`src/rtl/imm_extend_pipe_if.sv`:
```
// Handshake bundle for imm_extend_pipe: producer side (immediate + mode in)
// and consumer side (extended immediate + overflow out), plus the transfer count.
interface imm_extend_pipe_if #(
    parameter int IN_W  = 4,
    parameter int OUT_W = 16
);
    logic             in_valid_i;
    logic             in_ready_o;
    logic [IN_W-1:0]  const_i;
    logic [1:0]       mode_i;
    logic             out_valid_o;
    logic             out_ready_i;
    logic [OUT_W-1:0] const_o;
    logic             ovf_o;
    logic [15:0]      xfer_cnt_o;

    // Driver side: decode feeding immediates and the ALU side draining them.
    modport master (
        output in_valid_i, const_i, mode_i, out_ready_i,
        input  in_ready_o, out_valid_o, const_o, ovf_o, xfer_cnt_o
    );

    // Extender side.
    modport slave (
        input  in_valid_i, const_i, mode_i, out_ready_i,
        output in_ready_o, out_valid_o, const_o, ovf_o, xfer_cnt_o
    );
endinterface

```
`src/rtl/imm_extend_pipe.sv`:
```
// Multi-mode immediate extender with a registered valid/ready output and a
// 2-entry skid buffer (OREG + SREG). Modes: 00 sign, 01 zero, 10 sign<<SHIFT
// with overflow flag, 11 upper placement.
// Optional: define IMM_EXTEND_STATS_EN to get a wrapping 16-bit count of
// completed output transfers on xfer_cnt_o; otherwise it is tied to zero.
module imm_extend_pipe #(
    parameter int IN_W  = 4,
    parameter int OUT_W = 16,
    parameter int SHIFT = 1
) (
    input logic              clk,
    input logic              rst_n,
    imm_extend_pipe_if.slave bus
);

    localparam int WIDE_W = OUT_W + SHIFT;

    typedef enum logic [1:0] {
        MODE_SEXT  = 2'b00,
        MODE_ZEXT  = 2'b01,
        MODE_SHIFT = 2'b10,
        MODE_UPPER = 2'b11
    } mode_e;

    // Illegal widths/shift amounts stop elaboration.
    if ((IN_W < 1) || (IN_W > OUT_W) || (SHIFT < 0) || (SHIFT >= OUT_W)) begin : g_param_check
        $error("imm_extend_pipe: need 1 <= IN_W <= OUT_W and 0 <= SHIFT < OUT_W");
    end

    // ------------------------------------------------------------------
    // Extension datapath
    // ------------------------------------------------------------------
    logic signed [IN_W-1:0]   const_s;
    logic signed [WIDE_W-1:0] sext_wide;
    logic        [WIDE_W-1:0] shifted_wide;
    logic        [OUT_W-1:0]  shift_res;
    logic        [OUT_W-1:0]  ext_data;
    logic                     ext_ovf;
    mode_e                    mode;

    assign const_s      = bus.const_i;
    assign mode         = mode_e'(bus.mode_i);
    // Sign-extend to OUT_W+SHIFT bits so the bits shifted past the top are kept.
    assign sext_wide    = WIDE_W'(const_s);
    assign shifted_wide = sext_wide << SHIFT;
    assign shift_res    = shifted_wide[OUT_W-1:0];

    // Select the extended value; overflow means the truncated result no longer
    // sign-extends back to the full shifted value.
    // NOTE: every always_comb output gets a default first so no path leaves it unassigned (no latch).
    always_comb begin
        ext_data = '0;
        ext_ovf  = 1'b0;
        unique case (mode)
            MODE_SEXT:  ext_data = sext_wide[OUT_W-1:0];
            MODE_ZEXT:  ext_data = OUT_W'(bus.const_i);
            MODE_SHIFT: begin
                ext_data = shift_res;
                ext_ovf  = (shifted_wide != WIDE_W'(signed'(shift_res)));
            end
            MODE_UPPER: ext_data = OUT_W'(bus.const_i) << (OUT_W - IN_W);
            default:    ext_data = '0;
        endcase
    end

    // ------------------------------------------------------------------
    // Skid buffer
    // ------------------------------------------------------------------
    logic             oreg_valid_q, oreg_valid_d;
    logic [OUT_W-1:0] oreg_data_q,  oreg_data_d;
    logic             oreg_ovf_q,   oreg_ovf_d;
    logic             sreg_valid_q, sreg_valid_d;
    logic [OUT_W-1:0] sreg_data_q,  sreg_data_d;
    logic             sreg_ovf_q,   sreg_ovf_d;
    logic             accept;
    logic             send;

    // in_ready depends only on SREG state, never on out_ready.
    assign accept = bus.in_valid_i & ~sreg_valid_q;
    assign send   = oreg_valid_q & bus.out_ready_i;

    // Next-state: refill OREG from SREG first, else from the input; overflow into SREG.
    always_comb begin
        oreg_valid_d = oreg_valid_q;
        oreg_data_d  = oreg_data_q;
        oreg_ovf_d   = oreg_ovf_q;
        sreg_valid_d = sreg_valid_q;
        sreg_data_d  = sreg_data_q;
        sreg_ovf_d   = sreg_ovf_q;
        if (send) begin
            if (sreg_valid_q) begin
                oreg_data_d  = sreg_data_q;
                oreg_ovf_d   = sreg_ovf_q;
                sreg_valid_d = 1'b0;
            end else if (accept) begin
                oreg_data_d  = ext_data;
                oreg_ovf_d   = ext_ovf;
            end else begin
                oreg_valid_d = 1'b0;
            end
        end else if (accept) begin
            if (!oreg_valid_q) begin
                oreg_valid_d = 1'b1;
                oreg_data_d  = ext_data;
                oreg_ovf_d   = ext_ovf;
            end else begin
                sreg_valid_d = 1'b1;
                sreg_data_d  = ext_data;
                sreg_ovf_d   = ext_ovf;
            end
        end
    end

    // State registers, cleared asynchronously.
    // NOTE: sequential state uses non-blocking assignments so all registers update together at the edge.
    // NOTE: data registers are reset too, because const_o/ovf_o must read zero out of reset.
    always_ff @(posedge clk or negedge rst_n) begin
        if (!rst_n) begin
            oreg_valid_q <= 1'b0;
            oreg_data_q  <= '0;
            oreg_ovf_q   <= 1'b0;
            sreg_valid_q <= 1'b0;
            sreg_data_q  <= '0;
            sreg_ovf_q   <= 1'b0;
        end else begin
            oreg_valid_q <= oreg_valid_d;
            oreg_data_q  <= oreg_data_d;
            oreg_ovf_q   <= oreg_ovf_d;
            sreg_valid_q <= sreg_valid_d;
            sreg_data_q  <= sreg_data_d;
            sreg_ovf_q   <= sreg_ovf_d;
        end
    end

    assign bus.in_ready_o  = ~sreg_valid_q;
    assign bus.out_valid_o = oreg_valid_q;
    assign bus.const_o     = oreg_data_q;
    assign bus.ovf_o       = oreg_ovf_q;

`ifdef IMM_EXTEND_STATS_EN
    logic [15:0] xfer_cnt_q;

    // Count completed output transfers; wraps naturally at 16 bits.
    always_ff @(posedge clk or negedge rst_n) begin
        if (!rst_n) begin
            xfer_cnt_q <= 16'h0000;
        end else if (send) begin
            xfer_cnt_q <= xfer_cnt_q + 16'd1;
        end
    end

    assign bus.xfer_cnt_o = xfer_cnt_q;
`else
    assign bus.xfer_cnt_o = 16'h0000;
`endif

endmodule

```
`src/flat_wrapper.sv`:
```
// flat-port wrapper written by rule: the top's interface ports become plain ports
module imm_extend_pipe_flat 
#(
    parameter int IN_W  = 4,
    parameter int OUT_W = 16,
    parameter int SHIFT = 1
)
  (clk, rst_n, bus_in_valid_i, bus_const_i, bus_mode_i, bus_out_ready_i, bus_in_ready_o, bus_out_valid_o, bus_const_o, bus_ovf_o, bus_xfer_cnt_o);
  imm_extend_pipe_if #(.IN_W(IN_W), .OUT_W(OUT_W)) bus_i ();
  input logic clk;
  input logic rst_n;
  input wire logic [$bits(bus_i.in_valid_i)-1:0] bus_in_valid_i;
  input wire logic [$bits(bus_i.const_i)-1:0] bus_const_i;
  input wire logic [$bits(bus_i.mode_i)-1:0] bus_mode_i;
  input wire logic [$bits(bus_i.out_ready_i)-1:0] bus_out_ready_i;
  output wire logic [$bits(bus_i.in_ready_o)-1:0] bus_in_ready_o;
  output wire logic [$bits(bus_i.out_valid_o)-1:0] bus_out_valid_o;
  output wire logic [$bits(bus_i.const_o)-1:0] bus_const_o;
  output wire logic [$bits(bus_i.ovf_o)-1:0] bus_ovf_o;
  output wire logic [$bits(bus_i.xfer_cnt_o)-1:0] bus_xfer_cnt_o;
  assign bus_i.in_valid_i = bus_in_valid_i;
  assign bus_i.const_i = bus_const_i;
  assign bus_i.mode_i = bus_mode_i;
  assign bus_i.out_ready_i = bus_out_ready_i;
  assign bus_in_ready_o = bus_i.in_ready_o;
  assign bus_out_valid_o = bus_i.out_valid_o;
  assign bus_const_o = bus_i.const_o;
  assign bus_ovf_o = bus_i.ovf_o;
  assign bus_xfer_cnt_o = bus_i.xfer_cnt_o;
  imm_extend_pipe #(.IN_W(IN_W), .OUT_W(OUT_W), .SHIFT(SHIFT)) u_core (.clk(clk), .rst_n(rst_n), .bus(bus_i));
endmodule
```
`config.mk`:
```
export PLATFORM = sky130hd
export DESIGN_NAME = imm_extend_pipe_flat
export DESIGN_NICKNAME = d
export VERILOG_FILES = /design/src/rtl/imm_extend_pipe_if.sv /design/src/rtl/imm_extend_pipe.sv /design/src/flat_wrapper.sv
export SDC_FILE = /design/constraint.sdc
export NUM_CORES = 1
export LEC_CHECK = 0
export BUFFER_PORTS_ARGS = -buffer_cell sky130_fd_sc_hd__buf_2
export CORE_MARGIN = 4
export CORE_UTILIZATION = 44
export CTS_CLUSTER_SIZE = 10
export DETAILED_ROUTE_END_ITERATION = 8
export GPL_TIMING_DRIVEN = 1
export PLACE_DENSITY = 0.74
export SYNTH_ARGS = -nofsm -noshare
export SYNTH_HDL_FRONTEND = slang
export SYNTH_SLANG_ARGS = --single-unit
```
`constraint.sdc`:
```
create_clock -name clk -period 1.4 [get_ports clk]
set_input_delay 0.14 -clock clk [delete_from_list [all_inputs] [get_ports clk]]
set_output_delay 0.14 -clock clk [all_outputs]
set_load 0.03 [all_outputs]
```
==> run_results.csv <==
group,metric,value,unit
clock_network,cts_tree,"built",
global_route,grt_pass1_vias,877,
synth,avgSynthCellArea,10.4,sq um
synth,ys_seq_elements,20,
clock_network,numCtsBuffers,3,
timing,fin_hold_ws,0.0825,ns
worst_setup_path,setup.worst_path.start_class,"flip-flop",
power_and_ir_drop,p_leak,0.671,nW
clock_network,clock-root-buffer,"clkbuf_4",
flow_run,cap_viol_max_count,0,
placed_design,globalplace.congestion,0.796,
outcome,outcome,"finished clean",
routing,via_per_inst,5.25,
die,row_count,18,
global_route,antenna_found_initial,0,
synth,ys_seq_area_share,40.7,%
timing,skew,0.00591,ns
timing,rsz0062_at_grt,"yes",
finish,design_area,0.00136,sq mm
worst_setup_path,critPathCaptureType,"flip-flop",
synth,yosys_warnings,0,
die,coreArea,0.00257,sq mm
clock_network,clock_sinks,20,
die,start_util,47.9,%
global_route,grt_overflow_total,0,
worst_hold_path,whs_path_depth,3,
global_route,grt_pass1_wl,4110,microns
finish,nNetsFinal,154,
power_and_ir_drop,clkPwrFrac,9.9,%
routing,drt_iter0_markers,39,
finish,n_fill_cell,257,
worst_setup_path,worstRegToRegCells,4,
routing,vias,909,
die,die_height,60.8,microns
timing,report.final.slew_viol_count,0,
synth,synthCells,118,
worst_setup_path,arrival,1.57,ns
routing,drc,0,
power_and_ir_drop,p_int,1.67,mW
power_and_ir_drop,ir_drop,1140,uV
power_and_ir_drop,seq_power_share,34.4,%
clock_network,cts_buffer_depth,2,
power_and_ir_drop,p_sw,1.41,mW
finish,drive_above_1_share,37.8,%
die,pin_count,45,
routing,postRouteAntennaNets,0,
clock_network,cts.clk_slew.worst_paths,0.12,ns
placed_design,dp_hpwl,1860,microns
worst_setup_path,regToRegStartpoint,"u_core.sreg_valid_q$_DFFE_PN0P_",
worst_setup_path,crit_required,1.61,ns
synth,synth.distinct_cells,24,
finish,area_growth,10.6,%
clock_network,insertion_delay,0.31,ns
worst_hold_path,holdCritStartpoint,"bus_in_valid_i",
placed_design,pre_cts_ws,0.0499,ns
die,die-area,0.00370,sq mm
routing,drt_pass1_iterations,4,
worst_setup_path,worstReg2RegEnd,"u_core.bus.const_o[0]$_DFFE_PN0P_",
power_and_ir_drop,pwr-share-comb,55.7,%
synth,synth_area,0.00123,sq mm
worst_hold_path,min_path_type,"primary input to flip-flop",
timing,setup_slack,0.0345,ns
power_and_ir_drop,total_power,3.07,mW
power_and_ir_drop,power_density,2260,mW/mm^2
worst_hold_path,hold_path_end,"u_core.bus.out_valid_o$_DFFE_PN0P_",
timing,max_freq,732,MHz
timing,finalHoldViolCount,0,
worst_setup_path,crit_type,"flip-flop to flip-flop",
global_route,grt_max_degree,21,
global_route,track_usage,15.1,%
timing,finalSetupViolations,0,
finish,post-route-util,52.9,%
placed_design,io_buffers,27,
timing,period_minus_slack,1.37,ns
power_and_ir_drop,switching_share,45.8,%
die,die_width,60.8,microns
timing,period_share,97.5,%
worst_setup_path,cp_max_fo,9,
worst_setup_path,r2r_setup_slack,0.03,ns
routing,routedWlPerCell,15.1,microns
placed_design,dpl-instance-area,0.00132,sq mm
finish,diodes,0,
routing,wirelength,2620,microns
clock_network,htreeDepth,1,
==> critical path: stages (launching register included) <==
cell	delay, ns
dfrtp_1	0.45
mux2i_2	0.19
a21oi_4	0.14
buf_12	0.15
mux2_2	0.33
==> layout make-up <==
cell class	instances	area (sq um)	share of cell area, %
clock buffer	4	26.3	1.93
inverter	5	18.8	1.38
multi-input combinational	79	561	41.3
sequential	20	502	36.9
tap	30	37.5	2.76
timing repair buffer	35	214	15.7
==> Yosys cell counts, drive strengths merged <==
master	count	area, sq um
mux2	12	139
nand3	5	37.5
clkbuf	3	12.5
a31oi	13	81.3
dfrtp	20	500
nor2	6	22.5
conb	1	3.75
buf	27	204
nor2b	2	12.5
and4	1	8.76
nand2b	5	31.3
nand3b	3	22.5
mux2i	2	20.0
and4bb	1	12.5
inv	5	18.8
and4b	6	60.1
o21ai	3	15.0
a21oi	3	26.3
==> power groups by stage <==
stage,logic (mW),registers (mW),clock network (mW)
2_1_floorplan,1.05,1.31,0
3_3_place_gp,1.68,1.05,0
3_5_place_dp,1.70,1.07,0
4_1_cts,1.71,1.06,0.304
5_1_grt,1.83,1.11,0.327
6_report,1.71,1.06,0.304
==> how the worst max path moves through the flow <==
stage	start	endpoint	slack, ns
2_1_floorplan	u_core.bus.out_valid_o$_DFFE_PN0P_	u_core.bus.const_o[0]$_DFFE_PN0P_	0.01
3_3_place_gp	u_core.sreg_valid_q$_DFFE_PN0P_	u_core.bus.const_o[11]$_DFFE_PN0P_	0.06
3_5_place_dp	u_core.sreg_valid_q$_DFFE_PN0P_	u_core.bus.const_o[0]$_DFFE_PN0P_	0.05
4_1_cts	u_core.sreg_valid_q$_DFFE_PN0P_	u_core.bus.const_o[0]$_DFFE_PN0P_	0.01
5_1_grt	u_core.bus.out_valid_o$_DFFE_PN0P_	u_core.bus.const_o[1]$_DFFE_PN0P_	-0.02
6_report	u_core.sreg_valid_q$_DFFE_PN0P_	u_core.bus.const_o[0]$_DFFE_PN0P_	0.03
==> cell usage in the layout, fill, tap and decap left out, types with 2 or more instances in the layout <==
cell      count
conb_1       17
nand2b_1      5
nand3_1       4
dfrtp_1      19
inv_1         5
buf_4         5
nor2b_1       2
a31oi_1      13
nor2_1        6
clkbuf_4      3
buf_2        27
nand3b_1      3
o21ai_0       3
a21oi_1       2
and4b_1       6
mux2_2       11
==> layer usage <==
metal	vias up	track usage [%]	wire length [microns]
met3	7	3.40	188
met2	39	23.1	1250
met1	436	20.9	1130
met4	0	5.88	52
li1	427	-	-
met5	-	0	0
==> sequential cells by signal, summed over array words and instances, names as in the netlist <==
| register | count |
|---|---|
| u_core.bus.out_valid_o | 1 |
| u_core.sreg_data_q | 9 |
| u_core.sreg_valid_q | 1 |
| u_core.bus.const_o | 9 |
==> kinds of logic after synthesis <==
| kind of cell | count (synthesis) | synth area share, % |
|---|---|---|
| simple gates | 29 | 16.9 |
| buf+inv | 35 | 19.1 |
| other cells | 1 | 0.305 |
| flops | 20 | 40.7 |
| mux | 14 | 12.9 |
| compound gates | 19 | 9.98 |
==> through the flow <==
stage | TNS, ns | instances
floorplan | 0 | 134
global placement | 0 | 168
detailed placement | 0 | 168
CTS | 0 | 173
global route | -0.0990 | 173
finish | 0 | 173
==> what timing repair did <==
action                                  in CTS  in global routing
setup buffers                                0                  0
hold endpoints to repair                    20                  0
endpoints found under the setup margin       0                 10
hold buffers                                 1                  0
gates resized for setup                      0                  2
No activity file was read; power rests on OpenSTA's default activity.
